[src/rtl/wb_arbiter_if.sv]
// Bundles the write-back arbiter's bus signals.
// The two request ports, issue, hazard query, flush and the register-file
// write port are grouped here. The arbiter connects through the slave modport.
interface wb_arbiter_if;
    // Execute write-back request (port A)
    logic        i_AValid;
    logic [4:0]  i_ARd;
    logic [31:0] i_AData;
    logic        o_AReady;
    // Load write-back request (port B)
    logic        i_BValid;
    logic [4:0]  i_BRd;
    logic [31:0] i_BData;
    logic        o_BReady;
    // Issued instruction that will write Rd
    logic        i_IssueValid;
    logic [4:0]  i_IssueRd;
    // Hazard query
    logic [4:0]  i_Rnum1;
    logic [4:0]  i_Rnum2;
    logic        o_Busy1;
    logic        o_Busy2;
    // Clears all pending-write state
    logic        i_Flush;
    // Register-file write port
    logic        o_Wen;
    logic [4:0]  o_Wnum;
    logic [31:0] o_Wd;

    modport slave (
        input  i_AValid, i_ARd, i_AData,
        output o_AReady,
        input  i_BValid, i_BRd, i_BData,
        output o_BReady,
        input  i_IssueValid, i_IssueRd,
        input  i_Rnum1, i_Rnum2,
        output o_Busy1, o_Busy2,
        input  i_Flush,
        output o_Wen, o_Wnum, o_Wd
    );

    modport master (
        output i_AValid, i_ARd, i_AData,
        input  o_AReady,
        output i_BValid, i_BRd, i_BData,
        input  o_BReady,
        output i_IssueValid, i_IssueRd,
        output i_Rnum1, i_Rnum2,
        input  o_Busy1, o_Busy2,
        output i_Flush,
        input  o_Wen, o_Wnum, o_Wd
    );
endinterface

[src/rtl/wb_arbiter.sv]
// Write-back arbiter with a pending-write scoreboard.
// Two requesters (execute on A, load on B) share one register-file write port.
// The winner is captured at the accept edge and written one cycle later.
// A 32-entry pending scoreboard tracks issued-but-uncommitted destinations
// so that issue logic can query read-after-write hazards.
module wb_arbiter #(
    parameter bit RR_EN = 1'b1
) (
    input logic         i_clk,
    input logic         i_rst,
    wb_arbiter_if.slave bus
);

    logic        grant_a;
    logic        grant_b;
    logic        prio_b;
    logic [31:0] pending;
    logic [31:0] pending_next;

    // Grant selection: a lone requester always wins; ties go to A in fixed
    // mode, or to whichever port lost the previous acceptance in RR mode.
    always_comb begin
        grant_a = 1'b0;
        grant_b = 1'b0;
        if (!i_rst) begin
            if (bus.i_AValid && bus.i_BValid) begin
                if (RR_EN && prio_b) begin
                    grant_b = 1'b1;
                end else begin
                    grant_a = 1'b1;
                end
            end else begin
                grant_a = bus.i_AValid;
                grant_b = bus.i_BValid;
            end
        end
    end

    assign bus.o_AReady = grant_a;
    assign bus.o_BReady = grant_b;

    // Round-robin pointer moves only when a request is actually accepted.
    always_ff @(posedge i_clk) begin
        if (i_rst) begin
            prio_b <= 1'b0;
        end else if (grant_a) begin
            prio_b <= 1'b1;
        end else if (grant_b) begin
            prio_b <= 1'b0;
        end
    end

    // Register the winner for the write port; x0 writes are accepted but
    // never raise the write enable.
    always_ff @(posedge i_clk) begin
        if (i_rst) begin
            bus.o_Wen  <= 1'b0;
            bus.o_Wnum <= 5'd0;
            bus.o_Wd   <= 32'd0;
        end else begin
            bus.o_Wen <= 1'b0;
            if (grant_a) begin
                bus.o_Wnum <= bus.i_ARd;
                bus.o_Wd   <= bus.i_AData;
                bus.o_Wen  <= (bus.i_ARd != 5'd0);
            end else if (grant_b) begin
                bus.o_Wnum <= bus.i_BRd;
                bus.o_Wd   <= bus.i_BData;
                bus.o_Wen  <= (bus.i_BRd != 5'd0);
            end
        end
    end

    // Scoreboard update: the commit clears first so a same-cycle issue to
    // the same register re-sets it; flush wipes everything.
    always_comb begin
        pending_next = pending;
        if (bus.o_Wen) begin
            pending_next[bus.o_Wnum] = 1'b0;
        end
        if (bus.i_IssueValid && (bus.i_IssueRd != 5'd0)) begin
            pending_next[bus.i_IssueRd] = 1'b1;
        end
        if (bus.i_Flush) begin
            pending_next = 32'd0;
        end
        pending_next[0] = 1'b0;
    end

    // Scoreboard state register.
    always_ff @(posedge i_clk) begin
        if (i_rst) begin
            pending <= 32'd0;
        end else begin
            pending <= pending_next;
        end
    end

    assign bus.o_Busy1 = pending[bus.i_Rnum1];
    assign bus.o_Busy2 = pending[bus.i_Rnum2];

endmodule

[src/flat_wrapper.sv]
// flat-port wrapper written by rule: the top's interface ports become plain ports
module wb_arbiter_flat 
#(
    parameter bit RR_EN = 1'b1
)
  (i_clk, i_rst, bus_i_AValid, bus_i_ARd, bus_i_AData, bus_o_AReady, bus_i_BValid, bus_i_BRd, bus_i_BData, bus_o_BReady, bus_i_IssueValid, bus_i_IssueRd, bus_i_Rnum1, bus_i_Rnum2, bus_o_Busy1, bus_o_Busy2, bus_i_Flush, bus_o_Wen, bus_o_Wnum, bus_o_Wd);
  wb_arbiter_if bus_i ();
  input logic i_clk;
  input logic i_rst;
  input wire logic [$bits(bus_i.i_AValid)-1:0] bus_i_AValid;
  input wire logic [$bits(bus_i.i_ARd)-1:0] bus_i_ARd;
  input wire logic [$bits(bus_i.i_AData)-1:0] bus_i_AData;
  output wire logic [$bits(bus_i.o_AReady)-1:0] bus_o_AReady;
  input wire logic [$bits(bus_i.i_BValid)-1:0] bus_i_BValid;
  input wire logic [$bits(bus_i.i_BRd)-1:0] bus_i_BRd;
  input wire logic [$bits(bus_i.i_BData)-1:0] bus_i_BData;
  output wire logic [$bits(bus_i.o_BReady)-1:0] bus_o_BReady;
  input wire logic [$bits(bus_i.i_IssueValid)-1:0] bus_i_IssueValid;
  input wire logic [$bits(bus_i.i_IssueRd)-1:0] bus_i_IssueRd;
  input wire logic [$bits(bus_i.i_Rnum1)-1:0] bus_i_Rnum1;
  input wire logic [$bits(bus_i.i_Rnum2)-1:0] bus_i_Rnum2;
  output wire logic [$bits(bus_i.o_Busy1)-1:0] bus_o_Busy1;
  output wire logic [$bits(bus_i.o_Busy2)-1:0] bus_o_Busy2;
  input wire logic [$bits(bus_i.i_Flush)-1:0] bus_i_Flush;
  output wire logic [$bits(bus_i.o_Wen)-1:0] bus_o_Wen;
  output wire logic [$bits(bus_i.o_Wnum)-1:0] bus_o_Wnum;
  output wire logic [$bits(bus_i.o_Wd)-1:0] bus_o_Wd;
  assign bus_i.i_AValid = bus_i_AValid;
  assign bus_i.i_ARd = bus_i_ARd;
  assign bus_i.i_AData = bus_i_AData;
  assign bus_o_AReady = bus_i.o_AReady;
  assign bus_i.i_BValid = bus_i_BValid;
  assign bus_i.i_BRd = bus_i_BRd;
  assign bus_i.i_BData = bus_i_BData;
  assign bus_o_BReady = bus_i.o_BReady;
  assign bus_i.i_IssueValid = bus_i_IssueValid;
  assign bus_i.i_IssueRd = bus_i_IssueRd;
  assign bus_i.i_Rnum1 = bus_i_Rnum1;
  assign bus_i.i_Rnum2 = bus_i_Rnum2;
  assign bus_o_Busy1 = bus_i.o_Busy1;
  assign bus_o_Busy2 = bus_i.o_Busy2;
  assign bus_i.i_Flush = bus_i_Flush;
  assign bus_o_Wen = bus_i.o_Wen;
  assign bus_o_Wnum = bus_i.o_Wnum;
  assign bus_o_Wd = bus_i.o_Wd;
  wb_arbiter #(.RR_EN(RR_EN)) u_core (.i_clk(i_clk), .i_rst(i_rst), .bus(bus_i));
endmodule
[config.mk]
export PLATFORM = sky130hd
export DESIGN_NAME = wb_arbiter_flat
export DESIGN_NICKNAME = d
export VERILOG_FILES = /design/src/rtl/wb_arbiter_if.sv /design/src/rtl/wb_arbiter.sv /design/src/flat_wrapper.sv
export SDC_FILE = /design/constraint.sdc
export NUM_CORES = 1
export LEC_CHECK = 0
export CAP_MARGIN = 20
export CELL_PAD_IN_SITES_DETAIL_PLACEMENT = 1
export CELL_PAD_IN_SITES_GLOBAL_PLACEMENT = 1
export CORE_UTILIZATION = 40
export CTS_BUF_LIST = sky130_fd_sc_hd__clkbuf_16
export DETAILED_ROUTE_END_ITERATION = 6
export DONT_BUFFER_PORTS = 1
export PLACE_DENSITY = 0.81
export SETUP_SLACK_MARGIN = 0.05
export SYNTH_ARGS = -nofsm -noshare
export SYNTH_HDL_FRONTEND = slang
export SYNTH_SLANG_ARGS = --single-unit
[constraint.sdc]
create_clock -name i_clk -period 2.31 [get_ports i_clk]
set_input_delay 0.462 -clock i_clk [delete_from_list [all_inputs] [get_ports i_clk]]
set_output_delay 0.462 -clock i_clk [all_outputs]
set_load 0.1 [all_outputs]
==> impl_metrics.prom, run 1 <==
# TYPE chip_impl_metric gauge
chip_impl_metric{name="max_slew.worst_pin.slew",unit="ns"} 0.688
chip_impl_metric{name="min_path_cells",unit=""} 1
chip_impl_info{name="critPathCaptureType",value="output pin"} 1
chip_impl_metric{name="core",unit="um^2"} 8180
chip_impl_metric{name="yosys.cell_types.count",unit=""} 31
chip_impl_metric{name="synth_seq_cells",unit=""} 70
chip_impl_metric{name="dieArea",unit="um^2"} 8760
chip_impl_info{name="min_delay_worst_endpoint",value="u_core.bus.o_Wd[2]$_SDFFE_PP0P_"} 1
chip_impl_metric{name="drv_cap",unit=""} 0
chip_impl_metric{name="clock_tree.htree_level_count",unit=""} 3
chip_impl_metric{name="grt_start_max_net_pins",unit=""} 41
chip_impl_metric{name="biggest_fanout_along_the_worst_timing_path",unit=""} 3
chip_impl_info{name="cts_tree",value="yes"} 1
chip_impl_metric{name="ys_warn_count",unit=""} 0
chip_impl_metric{name="drcViolationCount",unit=""} 0
chip_impl_metric{name="finalCriticalPeriod",unit="ns"} 2.21
chip_impl_metric{name="area_growth",unit="%"} 21.8
chip_impl_metric{name="synth_enable_flop_cells",unit=""} 0
chip_impl_info{name="mostFrequentLayoutCells",value="nand2_1 (69), dfxtp_1 (69), a21oi_1 (68)"} 1
chip_impl_metric{name="grt.overflow.total",unit=""} 0
chip_impl_metric{name="seqCellArea",unit="um^2"} 1400
chip_impl_metric{name="die-height",unit="um"} 93.6
chip_impl_metric{name="cts_resized",unit=""} 0
chip_impl_metric{name="worst_r2r_path_depth",unit=""} 5
chip_impl_metric{name="nNetsFinal",unit=""} 530
chip_impl_metric{name="die-width",unit="um"} 93.6
chip_impl_metric{name="drt_first_iter_violations",unit=""} 157
chip_impl_metric{name="detail_route.wl_per_cell",unit="um"} 18.9
chip_impl_info{name="clock_tree.root_cell",value="clkbuf_16"} 1
chip_impl_metric{name="initial_antenna_violation_count",unit=""} 0
chip_impl_metric{name="max_slew_margin_vs_limit",unit="%"} 54.0
chip_impl_metric{name="place_hpwl",unit="mm"} 7.53
chip_impl_metric{name="i_o_buffers",unit=""} 0
chip_impl_metric{name="groute.usage.overall",unit="%"} 23.6
chip_impl_metric{name="antenna_violating_nets_post_route",unit=""} 0
chip_impl_metric{name="finClkSkew",unit="ns"} 0.00767
chip_impl_metric{name="pwr_density_cell",unit="nW/um^2"} 853
chip_impl_metric{name="grt_pass1_vias",unit=""} 3258
chip_impl_metric{name="fin_ws",unit="ns"} 0.102
chip_impl_metric{name="p_leak",unit="nW"} 1.48
chip_impl_metric{name="multiInputGateArea",unit="um^2"} 1860
chip_impl_metric{name="total_power",unit="mW"} 3.49
chip_impl_metric{name="final-max-slew-violation-count",unit=""} 0
chip_impl_metric{name="ioPinCount",unit=""} 137
chip_impl_info{name="status",value="completed"} 1
chip_impl_metric{name="fin_crit_sh",unit="%"} 95.6
chip_impl_metric{name="grt_first_pass_wirelength",unit="mm"} 15.9
chip_impl_info{name="timing.critical_path.slowest_stage_cell",value="mux4_2"} 1
chip_impl_info{name="crit_path_start_kind",value="flop"} 1
chip_impl_metric{name="worst-endpoint-required",unit="ns"} 1.85
chip_impl_metric{name="fill_cells",unit=""} 1007
chip_impl_metric{name="fmax",unit="GHz"} 0.453
chip_impl_metric{name="initial_core_util",unit="%"} 41.1
chip_impl_metric{name="hold_viol",unit=""} 0
chip_impl_metric{name="synth.net_count",unit=""} 504
chip_impl_metric{name="routed_wl",unit="mm"} 10.3
chip_impl_metric{name="synth.cell_area",unit="um^2"} 3360
chip_impl_metric{name="routed-via-count",unit=""} 3265
chip_impl_metric{name="postSynthAreaPerCell",unit="um^2"} 8.21
chip_impl_metric{name="rows",unit=""} 33
chip_impl_info{name="critical_path_class",value="reg2out"} 1
chip_impl_info{name="hp-class",value="in2reg"} 1
chip_impl_info{name="crit-reg2reg-launch",value="u_core.prio_b$_SDFFE_PP0P_"} 1
chip_impl_info{name="regToRegEndpoint",value="u_core.bus.o_Wen$_SDFF_PP0_"} 1
chip_impl_info{name="rsz0062_at_grt",value="no"} 1
chip_impl_metric{name="critPathMaxStageDelay",unit="ns"} 0.47
chip_impl_metric{name="detailedRoute.firstPassIterationCount",unit=""} 5
chip_impl_metric{name="cts_max_path_buffers",unit=""} 2
chip_impl_metric{name="setup_slack_after_placement",unit="ns"} 0.274
chip_impl_metric{name="vdd.ir_drop.worst",unit="uV"} 468
chip_impl_metric{name="layout-drive-gt1-share",unit="%"} 17.3
chip_impl_metric{name="gp_routability_congestion",unit=""} 0.766
chip_impl_metric{name="number_of_setup_violations_in_the_final_report",unit=""} 0
chip_impl_metric{name="route.detailed.vias_per_inst",unit=""} 6.00
chip_impl_metric{name="clock_insertion_delay_worst_skew",unit="ns"} 0.33
chip_impl_info{name="timing.hold.worst.start",value="i_rst"} 1
chip_impl_info{name="cp_cell_sequence",value="mux4_2, nand2b_4, o2111ai_1, nand4_1, buf_8"} 1
chip_impl_metric{name="asyncSetResetFlopFracSynth",unit="%"} 0
chip_impl_metric{name="critPathArrivalTime",unit="ns"} 1.75
chip_impl_info{name="synth_flop_cell",value="dfxtp_1"} 1
chip_impl_metric{name="synth_seq_area_share",unit="%"} 41.7
chip_impl_metric{name="tritoncts_num_sinks",unit=""} 70
chip_impl_metric{name="antenna_cells",unit=""} 0
chip_impl_metric{name="cts-hold-fix-buffers",unit=""} 0
chip_impl_metric{name="cts-buffers-inserted",unit=""} 9
chip_impl_metric{name="post_synth_inst_count",unit=""} 409
chip_impl_metric{name="cts_post_setup_buffers_inserted",unit=""} 0
chip_impl_metric{name="regToRegSetupSlack",unit="ns"} 0.71
chip_impl_metric{name="clock_transition_time_at_the_flip_flop_clock_pins_of_the_worst_setup_and_hold_paths",unit="ns"} 0.05
## where the power goes
group / internal (mW) / switching (mW) / total (mW)
sequential: 1.26 / 0.0291 / 1.29
combinational: 0.177 / 0.566 / 0.743
clock: 0.938 / 0.517 / 1.46
## cells by family after synthesis
| logic type | synth area share (%) |
|---|---|
| mux | 9.39 |
| compound gates | 26.7 |
| flops | 41.7 |
| simple gates | 18.1 |
| buf+inv | 4.06 |
## worst max-delay path: cells and delay by family, from the launching register on
kind / cells / cell delay (ns)
buffers and inverters: 1 / 0.21
and+or+nand+nor: 2 / 0.32
AOI/OAI and AO/OA: 1 / 0.09
muxes: 1 / 0.47
DFF: 1 / 0.32
## cells in the mapped netlist, drive strengths merged, types with 4 or more instances
cell type / number / area share, %
mux2i: 18 / 5.4
dfxtp: 70 / 42
a22oi: 34 / 7.6
a222oi: 7 / 2.1
nor3b: 4 / 0.89
clkbuf: 18 / 2.0
nand2b: 5 / 0.93
nor2: 20 / 2.2
buf: 12 / 1.7
nand2: 69 / 7.7
nor2b: 4 / 0.75
a21oi: 68 / 10
nand3b: 5 / 1.1
o21ai: 31 / 4.6
nand3: 10 / 1.5
mux4: 6 / 4.0
## worst max-delay path by stage
stage	from	end	slack (ns)	cells after the start
2_1_floorplan	bus_i_Rnum1[0]	bus_o_Busy1	-0.34	5
3_3_place_gp	bus_i_Rnum1[0]	bus_o_Busy1	0.31	5
3_5_place_dp	bus_i_Rnum1[0]	bus_o_Busy1	0.27	5
4_1_cts	u_core.pending[22]$_SDFF_PP0_	bus_o_Busy1	0.09	5
5_1_grt	u_core.pending[23]$_SDFF_PP0_	bus_o_Busy2	0.06	5
6_report	u_core.pending[23]$_SDFF_PP0_	bus_o_Busy2	0.10	5
## routing by layer
layer  wire, um  GRT usage, %
met5          0             0
met4        180          8.08
met3        500          5.37
met2       5240          41.5
met1       4350          28.3
## area by class of cell
type / instances / share of cell area (%)
timing repair buffer: 45 / 9.15
clock inverter: 6 / 2.11
inverter: 3 / 0.275
sequential: 70 / 34.3
clock buffer: 9 / 5.51
multi-input combinational: 306 / 45.4
tap: 105 / 3.21
## through the flow
stage	setup TNS (ns)	area, um^2	std cells	hold WS [ns]	util, %
2_1_floorplan	-0.673	3390	409	0.450	-
3_3_place_gp	0	3750	529	0.438	45.9
3_5_place_dp	0	3750	529	0.443	45.9
4_1_cts	0	4060	544	0.197	49.7
5_1_grt	0	4090	544	0.196	50.0
6_report	0	4090	544	0.205	50.0
## sequential cells by signal, summed over array words and instances, names as in the netlist
register / cells
u_core.prio_b: 1
u_core.bus.o_Wnum: 5
u_core.pending: 31
u_core.bus.o_Wd: 32
u_core.bus.o_Wen: 1
Note: power is estimated with default switching activity, not from simulation.
==> run 2: changes to the inputs <==
CAP_MARGIN = default   (was 20)
==> results of run 2 <==
The final DEF is identical to that of run 1; final timing and power are the same.
==> RTL edit, RTL diff (config.mk and constraints of run 2) <==
Make the reset (`i_rst`) asynchronous in 3 clocked blocks.
--- a/src/rtl/wb_arbiter.sv
+++ b/src/rtl/wb_arbiter.sv
@@ -40,7 +40,7 @@
     assign bus.o_BReady = grant_b;
 
     // Round-robin pointer moves only when a request is actually accepted.
-    always_ff @(posedge i_clk) begin
+    always_ff @(posedge i_clk or posedge i_rst) begin
         if (i_rst) begin
             prio_b <= 1'b0;
         end else if (grant_a) begin
@@ -52,7 +52,7 @@
 
     // Register the winner for the write port; x0 writes are accepted but
     // never raise the write enable.
-    always_ff @(posedge i_clk) begin
+    always_ff @(posedge i_clk or posedge i_rst) begin
         if (i_rst) begin
             bus.o_Wen  <= 1'b0;
             bus.o_Wnum <= 5'd0;
@@ -88,7 +88,7 @@
     end
 
     // Scoreboard state register.
-    always_ff @(posedge i_clk) begin
+    always_ff @(posedge i_clk or posedge i_rst) begin
         if (i_rst) begin
             pending <= 32'd0;
         end else begin
Check against the original RTL: differs if i_rst is asserted again (counterexample within 4 cycles, from zero or initial values and one cycle with i_rst high); with i_rst held inactive, the same outputs for 10 cycles.
==> RTL edit against run 2 <==
- worst hold slack got worse by 0.018 ns
- combinational power rose by 90%
- total power is 26% higher
- worst setup slack lost 0.050 ns
- design area up 8.5%
- sequential cell count is the same
- non-clock buffer count fell by 1
- routed wire length up 13%
- clock power up 8%
- area after synthesis increased by 8.3%
==> RTL edit: results (changes against run 2) <==
* PnR worst setup slack at 0.05124 ns (-0.05041 ns)
* Sequential Area at 1752 um2 (+25%)
* Gate Count Post-Synth at 406 (-0.73%)
* Logic gate share of total power at 32.0% (+11 points)
* Top-count cell post-synth: nand2_1
* Fraction of area in multi-input gates at 41.14% (-4.3 points)
* Dpl cell area at 4080 um2 (+8.7%)
* Mux share of post-synthesis cell area at 8.669% (-0.72 points)
* Signal buffers at 44 (-2.2%)
* Worst VDD drop at 506.9 uV (+8.2%)
* Synth cell types at 28 (-9.7%)
* Vias in the first global route at 3615 (+11%)
* Num sequential at 70 (unchanged)
* Cts repair resizes at 4 (+4)
* Largest net degree at the start of global routing at 71 (+73%)
* WL per Instance at 21.11 um (+12%)
* Via-to-Cell Ratio at 5.967 (-0.58%)
* Worst setup startpoint: u_core.pending[23]
* Syn nets at 501 (-0.60%)
* Worst Path Arrival at 1.80 ns (+0.05 ns)
* Starting DRC count in detailed routing at 135 (-14%)
* Fillers at 1010 (+0.30%)
* Routability cong. at 0.8075 (+5.5%)
* Synth cell count leaders: 113 x nand2_1, 70 x dfrtp_1, 41 x a22oi_1
* # nets final at 532 (+0.38%)
* Buffering overhead at 8.263% (-0.89 points)
* Status: completed
* Dpl ws at 0.2831 ns (+0.008771 ns)
* Post-synthesis compound-gate area fraction at 19.95% (-6.7 points)
* Non-Clock Inverter Count at 4 (+1)
* Top_reg_cell synth: dfrtp_1
* Internal power consumption at 0.002663 W (+12%)
* Layout cells sized above 1 at 16.29% (-1.0 points)
* Hold slack at 0.1868 ns (-0.01778 ns)
* Combinational power at 0.00141 W (+90%)
* Post-synthesis sequential area ratio at 48.16% (+6.4 points)
* Synth async-reset ratio at 100.0% (+100 points)
* Top post-synthesis cells by area: dfrtp_1 48%, nand2_1 12%, a22oi_1 8.5%, a21oi_1 5.4%, mux2i_1 5.0%
* Worst Hold Launch: bus_i_Flush
* DP HPWL at 8.094 mm (+7.5%)
RTL edit: cell count changes after synthesis, moves of 3 or more:
| cell | before | now |
|---|---|---|
| nor2_1 | 20 | 8 |
| dfrtp_1 | 0 | 70 |
| nand2_1 | 69 | 113 |
| a21oi_1 | 68 | 39 |
| dfxtp_1 | 70 | 0 |
| o21ai_0 | 31 | 34 |
| a222oi_1 | 7 | 0 |
| a22oi_1 | 34 | 41 |
RTL edit: path summary, 6_finish.rpt:
kind                       cells past startpoint             endpoint
setup reg to reg                               3   u_core.pending[28]
setup / recovery                               5          bus_o_Busy1
hold reg to reg                                2   u_core.bus.o_Wd[7]
min in group asynchronous                      2  u_core.bus.o_Wd[23]
max in group asynchronous                      2   u_core.pending[12]
hold / removal                                 1   u_core.pending[26]
RTL edit: per-layer routing:
| layer | global-route usage [%] | vias up |
|---|---|---|
| met1 | 29.99 | 1633 |
| met3 | 6.043 | 16 |
| met5 | 0 | - |
| met2 | 45.99 | 124 |
| met4 | 7.014 | 0 |
| li1 | - | 1509 |
